`config.mk`:
```
export PLATFORM = sky130hd
export DESIGN_NAME = wb_port_arbiter
export DESIGN_NICKNAME = d
export VERILOG_FILES = /design/src/rtl/wb_port_arbiter_pkg.sv /design/src/rtl/wb_late_fifo.sv /design/src/rtl/wb_port_arbiter.sv
export SDC_FILE = /design/constraint.sdc
export NUM_CORES = 1
export LEC_CHECK = 0
export ABC_AREA = 1
export CELL_PAD_IN_SITES_DETAIL_PLACEMENT = 0
export CELL_PAD_IN_SITES_GLOBAL_PLACEMENT = 1
export CORE_MARGIN = 1
export CORE_UTILIZATION = 38
export DETAILED_ROUTE_END_ITERATION = 6
export HOLD_SLACK_MARGIN = 0.08
export PLACE_DENSITY_LB_ADDON = 0.1
export SLEW_MARGIN = 20
export SYNTH_ARGS = -nofsm -noshare
export SYNTH_HDL_FRONTEND = slang
export SYNTH_SLANG_ARGS = --single-unit
```
`constraint.sdc`:
```
create_clock -name clk -period 5.05 [get_ports clk]
set_clock_uncertainty 0.05 [all_clocks]
set_input_delay 1.01 -clock clk [delete_from_list [all_inputs] [get_ports clk]]
set_output_delay 1.01 -clock clk [all_outputs]
set_load 0.05 [all_outputs]
```
`src/rtl/wb_port_arbiter_pkg.sv`:
```
// Shared sizing constants for the register-file write-port arbiter and its late-result buffer.
package wb_port_arbiter_pkg;

    localparam int unsigned WB_DATA_W       = 32;
    localparam int unsigned WB_ADDR_W       = 4;
    localparam int unsigned WB_LATE_DEPTH   = 2;
    localparam int unsigned WB_STARVE_LIMIT = 4;

    // Pointer width for a power-of-two ring; never narrower than one bit.
    function automatic int unsigned ptr_w(input int unsigned depth);
        return (depth > 1) ? $clog2(depth) : 1;
    endfunction

endpackage

```
`src/rtl/wb_late_fifo.sv`:
```
// Late-result ring buffer: {valid, dest, value} entries, WAW squash by destination and
// hazard-unit destination lookup.
module wb_late_fifo
    import wb_port_arbiter_pkg::*;
#(
    parameter int unsigned DATA_W = WB_DATA_W,
    parameter int unsigned ADDR_W = WB_ADDR_W,
    parameter int unsigned DEPTH  = WB_LATE_DEPTH
) (
    input  logic              clk,
    input  logic              rst,
    input  logic              push,
    input  logic [ADDR_W-1:0] push_dest,
    input  logic [DATA_W-1:0] push_value,
    input  logic              pop,
    input  logic              squash_en,
    input  logic [ADDR_W-1:0] squash_dest,
    input  logic [ADDR_W-1:0] hz_addr,
    output logic              full,
    output logic              head_present,
    output logic              head_valid,
    output logic [ADDR_W-1:0] head_dest,
    output logic [DATA_W-1:0] head_value,
    output logic              hz_hit,
    output logic              any_valid
);

    localparam int unsigned PTR_W = ptr_w(DEPTH);
    localparam int unsigned CNT_W = $clog2(DEPTH + 1);

    logic [DEPTH-1:0]  valid_q;
    logic [ADDR_W-1:0] dest_q  [DEPTH];
    logic [DATA_W-1:0] value_q [DEPTH];
    logic [PTR_W-1:0]  rd_ptr_q;
    logic [PTR_W-1:0]  wr_ptr_q;
    logic [CNT_W-1:0]  count_q;
    logic              push_ok;
    logic              pop_ok;

    assign full         = (count_q == CNT_W'(DEPTH));
    assign head_present = (count_q != CNT_W'(0));
    assign push_ok      = push && !full;
    assign pop_ok       = pop && head_present;
    assign head_valid   = valid_q[rd_ptr_q];
    assign head_dest    = dest_q[rd_ptr_q];
    assign head_value   = value_q[rd_ptr_q];
    assign any_valid    = |valid_q;

    // Pointers wrap naturally because DEPTH is a power of two.
    always_ff @(posedge clk or negedge rst) begin
        if (!rst) begin
            rd_ptr_q <= '0;
            wr_ptr_q <= '0;
            count_q  <= '0;
        end else begin
            if (push_ok) wr_ptr_q <= wr_ptr_q + PTR_W'(1);
            if (pop_ok)  rd_ptr_q <= rd_ptr_q + PTR_W'(1);
            if (push_ok && !pop_ok)      count_q <= count_q + CNT_W'(1);
            else if (!push_ok && pop_ok) count_q <= count_q - CNT_W'(1);
        end
    end

    // A newly pushed slot is never the popped slot: push needs !full, pop needs non-empty.
    always_ff @(posedge clk or negedge rst) begin
        if (!rst) begin
            valid_q <= '0;
            for (int i = 0; i < DEPTH; i++) begin
                dest_q[i]  <= '0;
                value_q[i] <= '0;
            end
        end else begin
            for (int i = 0; i < DEPTH; i++) begin
                if (push_ok && (wr_ptr_q == PTR_W'(i))) begin
                    valid_q[i] <= !(squash_en && (push_dest == squash_dest));
                    dest_q[i]  <= push_dest;
                    value_q[i] <= push_value;
                end else if ((pop_ok && (rd_ptr_q == PTR_W'(i))) ||
                             (squash_en && (dest_q[i] == squash_dest))) begin
                    valid_q[i] <= 1'b0;
                end
            end
        end
    end

    always_comb begin
        hz_hit = 1'b0;
        for (int i = 0; i < DEPTH; i++) begin
            if (valid_q[i] && (dest_q[i] == hz_addr)) hz_hit = 1'b1;
        end
    end

endmodule

```
`src/rtl/wb_port_arbiter.sv`:
```
// Register-file write-port arbiter: WB stage has priority, buffered late results fill idle
// slots, and a starvation counter forces the buffer head through after repeated losses.
module wb_port_arbiter
    import wb_port_arbiter_pkg::*;
#(
    parameter int unsigned DATA_W       = WB_DATA_W,
    parameter int unsigned ADDR_W       = WB_ADDR_W,
    parameter int unsigned DEPTH        = WB_LATE_DEPTH,
    parameter int unsigned STARVE_LIMIT = WB_STARVE_LIMIT
) (
    input  logic              clk,
    input  logic              rst,
    input  logic              pipe_wb_en,
    input  logic [ADDR_W-1:0] pipe_wb_dest,
    input  logic [DATA_W-1:0] pipe_wb_value,
    input  logic              late_valid,
    output logic              late_ready,
    input  logic [ADDR_W-1:0] late_dest,
    input  logic [DATA_W-1:0] late_value,
    output logic              rf_we,
    output logic [ADDR_W-1:0] rf_waddr,
    output logic [DATA_W-1:0] rf_wdata,
    output logic              pipe_stall,
    input  logic [ADDR_W-1:0] hz_src_addr,
    output logic              hz_pend_hit,
    output logic              pend_busy
);

    localparam int unsigned SCNT_W = $clog2(STARVE_LIMIT + 1);

    logic [SCNT_W-1:0] starve_q;
    logic [SCNT_W-1:0] starve_d;
    logic              full;
    logic              head_present;
    logic              head_valid;
    logic [ADDR_W-1:0] head_dest;
    logic [DATA_W-1:0] head_value;
    logic              hz_hit;
    logic              any_valid;
    logic              force_head;
    logic              pipe_go;
    logic              pop;
    logic              push;

    assign force_head = (starve_q == SCNT_W'(STARVE_LIMIT)) && head_present;
    assign pipe_go    = pipe_wb_en && !force_head;
    assign pop        = !pipe_go && head_present;
    assign push       = late_valid && late_ready;

    wb_late_fifo #(
        .DATA_W (DATA_W),
        .ADDR_W (ADDR_W),
        .DEPTH  (DEPTH)
    ) u_fifo (
        .clk          (clk),
        .rst          (rst),
        .push         (push),
        .push_dest    (late_dest),
        .push_value   (late_value),
        .pop          (pop),
        .squash_en    (pipe_go),
        .squash_dest  (pipe_wb_dest),
        .hz_addr      (hz_src_addr),
        .full         (full),
        .head_present (head_present),
        .head_valid   (head_valid),
        .head_dest    (head_dest),
        .head_value   (head_value),
        .hz_hit       (hz_hit),
        .any_valid    (any_valid)
    );

    // Counts slots the head lost to the WB stage; any pop or an empty buffer restarts it.
    always_comb begin
        starve_d = starve_q;
        if (!head_present || pop) begin
            starve_d = '0;
        end else if (pipe_go && (starve_q != SCNT_W'(STARVE_LIMIT))) begin
            starve_d = starve_q + SCNT_W'(1);
        end
    end

    always_ff @(posedge clk or negedge rst) begin
        if (!rst) starve_q <= '0;
        else      starve_q <= starve_d;
    end

    // Outputs are held quiet for the whole reset assertion, not just after the first edge.
    always_comb begin
        late_ready  = rst && !full;
        rf_we       = rst && (pipe_go || (pop && head_valid));
        rf_waddr    = pipe_go ? pipe_wb_dest  : head_dest;
        rf_wdata    = pipe_go ? pipe_wb_value : head_value;
        pipe_stall  = rst && pipe_wb_en && force_head;
        hz_pend_hit = rst && hz_hit;
        pend_busy   = rst && any_valid;
    end

endmodule

```
# Word-level counts from Yosys, hierarchy flattened
# Cells that the tools add are included.
dict set report totals {
  in_bits 80
  out_inout_bits 41
  word_cells 90
  reg_bits 81
}
dict set report op_classes {
  n_eq_ne 8
  muxes 20
  reduce_logical 42
  n_lt_le_gt_ge 2
  bitwise_logic 3
  n_addsub 5
}
# op n
set op_table {}
lappend op_table {{$mux 32} 4}
lappend op_table {{$logic_and 1x1->1} 25}
lappend op_table {{$eq 4x4->1} 5}
lappend op_table {{$mux 4} 4}
lappend op_table {{$reduce_bool 2->1} 5}
lappend op_table {{$mux 1} 8}
lappend op_table {{$logic_not 1->1} 7}
lappend op_table {{$mux 3} 2}
lappend op_table {{$logic_or 1x1->1} 4}
lappend op_table {{$mux 2} 2}
lappend op_table {{$add 3x1->3 const B} 1}
lappend op_table {{$eq 3x3->1 const B} 1}
lappend op_table {{$ne 3x3->1 const B} 1}
lappend op_table {{$add 1x1->1 const B} 2}
lappend op_table {{$add 2x1->2 const B} 1}
lappend op_table {{$eq 2x2->1 const B} 1}
lappend op_table {{$ge 2x2->1 const B} 1}
lappend op_table {{$lt 1x2->1 const B} 1}
lappend op_table {{$not 1->1} 2}
lappend op_table {{$not 1->2} 1}
lappend op_table {{$reduce_or 2->1} 1}
lappend op_table {{$sub 2x1->2 const B} 1}

# Longest topological paths before layout
dict set report depth {
  word_depth 11
  depth_mapped 9
  mapped_depth_nobuf 9
}

# Modules after synthesis
# Synthesis repeated with hierarchy kept, for this count alone.
dict set report unflattened {
  hier_cells 646
  hier_area_um2 4723.3
}
# mod cells_per_inst instances area_per_inst_um2
set by_module_without_submodules {}
lappend by_module_without_submodules {wb_late_fifo 497 1 3991.3}
lappend by_module_without_submodules {wb_port_arbiter 149 1 732.0}

# Worst setup path before layout
# No wires, ideal clock.
dict set report synth_timing {
  path_kind {input port to output port}
  start {in rst}
  end {out pipe_stall}
  required_ns 3.990
  arrival_ns 2.614
  path_buffers 0
  path_stages 2
  path_slack_ns 1.376
  path_cell_list {inv_1 nor4_1}
}
dict set report synth_via {
  elab_chain_cells 2
}
# item line_no
set synth_rtl {}
lappend synth_rtl {{start, declared} wb_port_arbiter.sv:12} ;# input logic rst,
lappend synth_rtl {{$logic_and 1x1->1 (2 in series)} wb_port_arbiter.sv:94} ;# pipe_stall = rst && pipe_wb_en && force_head;
lappend synth_rtl {{end, declared} wb_port_arbiter.sv:23} ;# output logic pipe_stall,
# Every way passes these cells.

# Final worst setup path
dict set report layout_timing {
  start {in pipe_wb_en}
  end {out rf_wdata[2]}
}
dict set report layout_via {
  elab_chain_cells 2
}
# item line_no
set layout_rtl {}
lappend layout_rtl {{start, declared} wb_port_arbiter.sv:13} ;# input logic pipe_wb_en,
lappend layout_rtl {{$logic_and 1x1->1} wb_port_arbiter.sv:46} ;# assign pipe_go = pipe_wb_en && !force_head;
lappend layout_rtl {{$mux 32} wb_port_arbiter.sv:93} ;# rf_wdata = pipe_go ? pipe_wb_value : head_value;
lappend layout_rtl {{end, declared} wb_port_arbiter.sv:22} ;# output logic [DATA_W-1:0] rf_wdata,
# Every way passes these cells.

==> impl_metrics.json <==
{
  "min_period_ns": 4.61,
  "leakagePower_uw": 0.00280,
  "htree_num_levels": 3,
  "instances_no_fill": 812,
  "fp.coreArea_um2": 11100,
  "p_seq_share_pct": 33.0,
  "internal_power_uw": 1990,
  "diodes": 0,
  "status": "finished clean",
  "wl_met1_um": 5120,
  "initial_core_util_pct": 39.8,
  "ys_types": 26,
  "overflow": 0,
  "synth-seq-cells": 81,
  "synth_fp_nets": 644,
  "placed_cell_area_um2": 5610,
  "tns_ns": 0,
  "synth_top_family_by_area": "simple AND/OR/NAND/NOR gates",
  "ant_nets": 0,
  "drive_gt1_share_pct": 11.6,
  "synth_area_leaders": "dfrtp_1 (46%), nand2_1 (16%), o21ai_2 (9.3%)",
  "slew_headroom_pct": 35.1,
  "area_delta_synth_final_pct": 34.6,
  "ys_seq_area_share_pct": 45.9,
  "dp.final_hpwl_um": 7350,
  "synthCells": 561,
  "grt_pass1_wl_um": 17700,
  "cp.arrival_ns": 3.55,
  "route.met3.wl_um": 587,
  "crit_type": "primary input to primary output",
  "netSwitchingFraction_pct": 42.4,
  "yosysTopAreaCell": "dfrtp_1",
  "cts_setup_buffers": 0,
  "drc": 0,
  "r2r_end": "u_fifo.value_q[49]",
  "drt_wl_total_um": 11000,
  "synth-simple-area-share_pct": 21.5,
  "grt_pass1_vias": 3756,
  "setup_ws_ns": 0.439,
  "rsz0062_at_grt": "no",
  "pre_cts_slack_ns": 0.421,
  "cp.required_ns": 3.99,
  "syn_area_um2": 4410,
  "cap_violations": 0,
  "clock-sinks": 81,
  "cts_resized": 0,
  "hold_buffers": 0,
  "clock_latency_ns": 0.33,
  "io_buffers": 120,
  "power_density_nw_per_um2": 582,
  "synth_top_area_share_pct": 45.9,
  "path_max_fanout": 40,
  "die-area_um2": 12100,
  "setup_viol": 0,
  "die_h_um": 110,
  "muxShareOfSynthArea_pct": 0,
  "cts_made_buffers": 9,
  "p_clk_share_pct": 20.7,
  "r2r_setup_slack_ns": 2.87,
  "worstReg2RegStart": "u_fifo.count_q[0]",
  "synthXorXnorAreaFrac_pct": 1.39,
  "post-route-util_pct": 53.6,
  "postSynthAreaPerCell_um2": 7.87,
  "hold_viol": 0,
  "grt_max_degree": 75,
  "min_to": "starve_q[0]",
  "start_kind": "primary input",
  "clockBufferDepth": 2,
  "track_usage_pct": 19.1,
  "fin_area_um2": 5940,
  "dr_wl_met2_um": 5190,
  "synth_compound_area_share_pct": 19.8,
  "worstMarginPinSlew_ns": 0.974,
  "synth_adder_area_share_pct": 0.850,
  "top_layer_used": "met4",
  "drt_pass1_iterations": 4,
  "antenna_found_initial": 0,
  "pwr-share-comb_pct": 46.3,
  "ys_warn_count": 0,
  "whs_path_depth": 1,
  "hp-start": "starve_q[0]",
  "avgRoutedWirePerCell_um": 13.5,
  "via_count": 3906,
  "placed_cells": 796,
  "die_x_um": 110,
  "min-delay-path-class": "flop to flop",
  "place_congestion": 0.797,
  "cp-end-kind": "primary output",
  "switchingPower_uw": 1470,
  "cts-root-buf": "clkbuf_16",
  "fin_nets": 750,
  "via_per_inst": 4.81,
  "fmax_mhz": 217,
  "period_share_pct": 91.3,
  "ir_worst_vdd_v": 0.000259,
  "reg2regPathDepth": 8,
  "drv_slew": 0,
  "drt_iter0_drc": 230,
  "row_count": 38,
  "cts_tree": "done",
  "ioPinCount": 121,
  "clkTransAtPathRegs_ns": 0.06
}
[layout make-up]
cell class                      count  area (um^2)
Fill cell                        1092         5130
Sequential cell                    81         2030
Multi-Input combinational cell    385         1920
Timing Repair Buffer              126         1240
Clock buffer                       12          256
Inverter                           64          241
Tap cell                          140          175
Clock inverter                      4         73.8
[cell usage in the layout, fill, tap and decap left out, types with 4 or more instances in the layout]
| cell | Yosys | routed |
|---|---|---|
| nor2_1 | 51 | 51 |
| inv_1 | 60 | 60 |
| a21oi_1 | 9 | 9 |
| o21ai_1 | 20 | 20 |
| buf_4 | 0 | 7 |
| o211ai_1 | 4 | 4 |
| o21ai_2 | 47 | 47 |
| clkdlybuf4s50_1 | 0 | 119 |
| xnor2_1 | 5 | 5 |
| o21ai_0 | 14 | 14 |
| a31oi_1 | 33 | 33 |
| nand3_1 | 6 | 6 |
| nand2_1 | 184 | 184 |
| clkbuf_16 | 0 | 9 |
| dfrtp_1 | 81 | 80 |
[layer usage]
metal	track usage, %	vias to the layer above
met4	5.90	0
met2	31.5	111
li1	-	2002
met5	0	-
met3	3.02	7
met1	25.6	1786
[stage by stage]
step	hold WS, ns	total power, uW
3_3_place_gp	0.396	2740
3_5_place_dp	0.419	2760
5_1_grt	0.437	3700
2_1_floorplan	0.382	2300
6_report	0.424	3460
4_1_cts	0.426	3500
[kinds of logic after synthesis]
kind of cell               count (synthesis)
AOI/OAI and AO/OA                        128
xor gates and xnor gates                   7
and+or+nand+nor                          247
DFF                                       81
adders and majority gates                  3
buffers and inverters                     95
[registers in the layout, summed over array words and instances (netlist names)]
register / count
u_fifo.value_q: 64
u_fifo.dest_q: 8
starve_q: 3
u_fifo.count_q: 2
u_fifo.valid_q: 2
u_fifo.rd_ptr_q: 1
u_fifo.wr_ptr_q: 1
[synthesized netlist by cell type, drive strengths merged]
master  count
nand2     186
dfrtp      81
o21ai      81
inv        63
nor2       52
a31oi      33
buf        23
a21oi      10
clkbuf      8
nand3       6
xnor2       5
o211ai      4
ha          3
xor2        2
clkinv      1
nand4       1
nor3        1
nor4        1
[power by group through the flow]
stage	clock network [uW]	registers, uW	logic [uW]
final	716	1140	1600
after global routing	759	1180	1760
after CTS	733	1140	1620
after global placement	0	1130	1600
after floorplan	0	1090	1200
after detailed placement	0	1140	1620
[worst max-delay path, cell delays in order]
cell and delay, ns:
clkdlybuf4s50_1 0.42, inv_1 0.09, nor2_2 0.07, inv_2 0.53, buf_4 0.37, nor2_1 0.07, a31oi_1 0.16, clkdlybuf4s50_1 0.83
[worst max path at each step]
| stage | startpoint | depth (start not counted) | end |
|---|---|---|---|
| after global routing | pipe_wb_en | 8 | rf_wdata[5] |
| after CTS | pipe_wb_en | 8 | rf_wdata[2] |
| after floorplan | rst | 2 | pipe_stall |
| after detailed placement | pipe_wb_en | 8 | rf_wdata[2] |
| final | pipe_wb_en | 8 | rf_wdata[2] |
| after global placement | pipe_wb_en | 8 | rf_wdata[10] |
(Power assumes the default switching activity.)
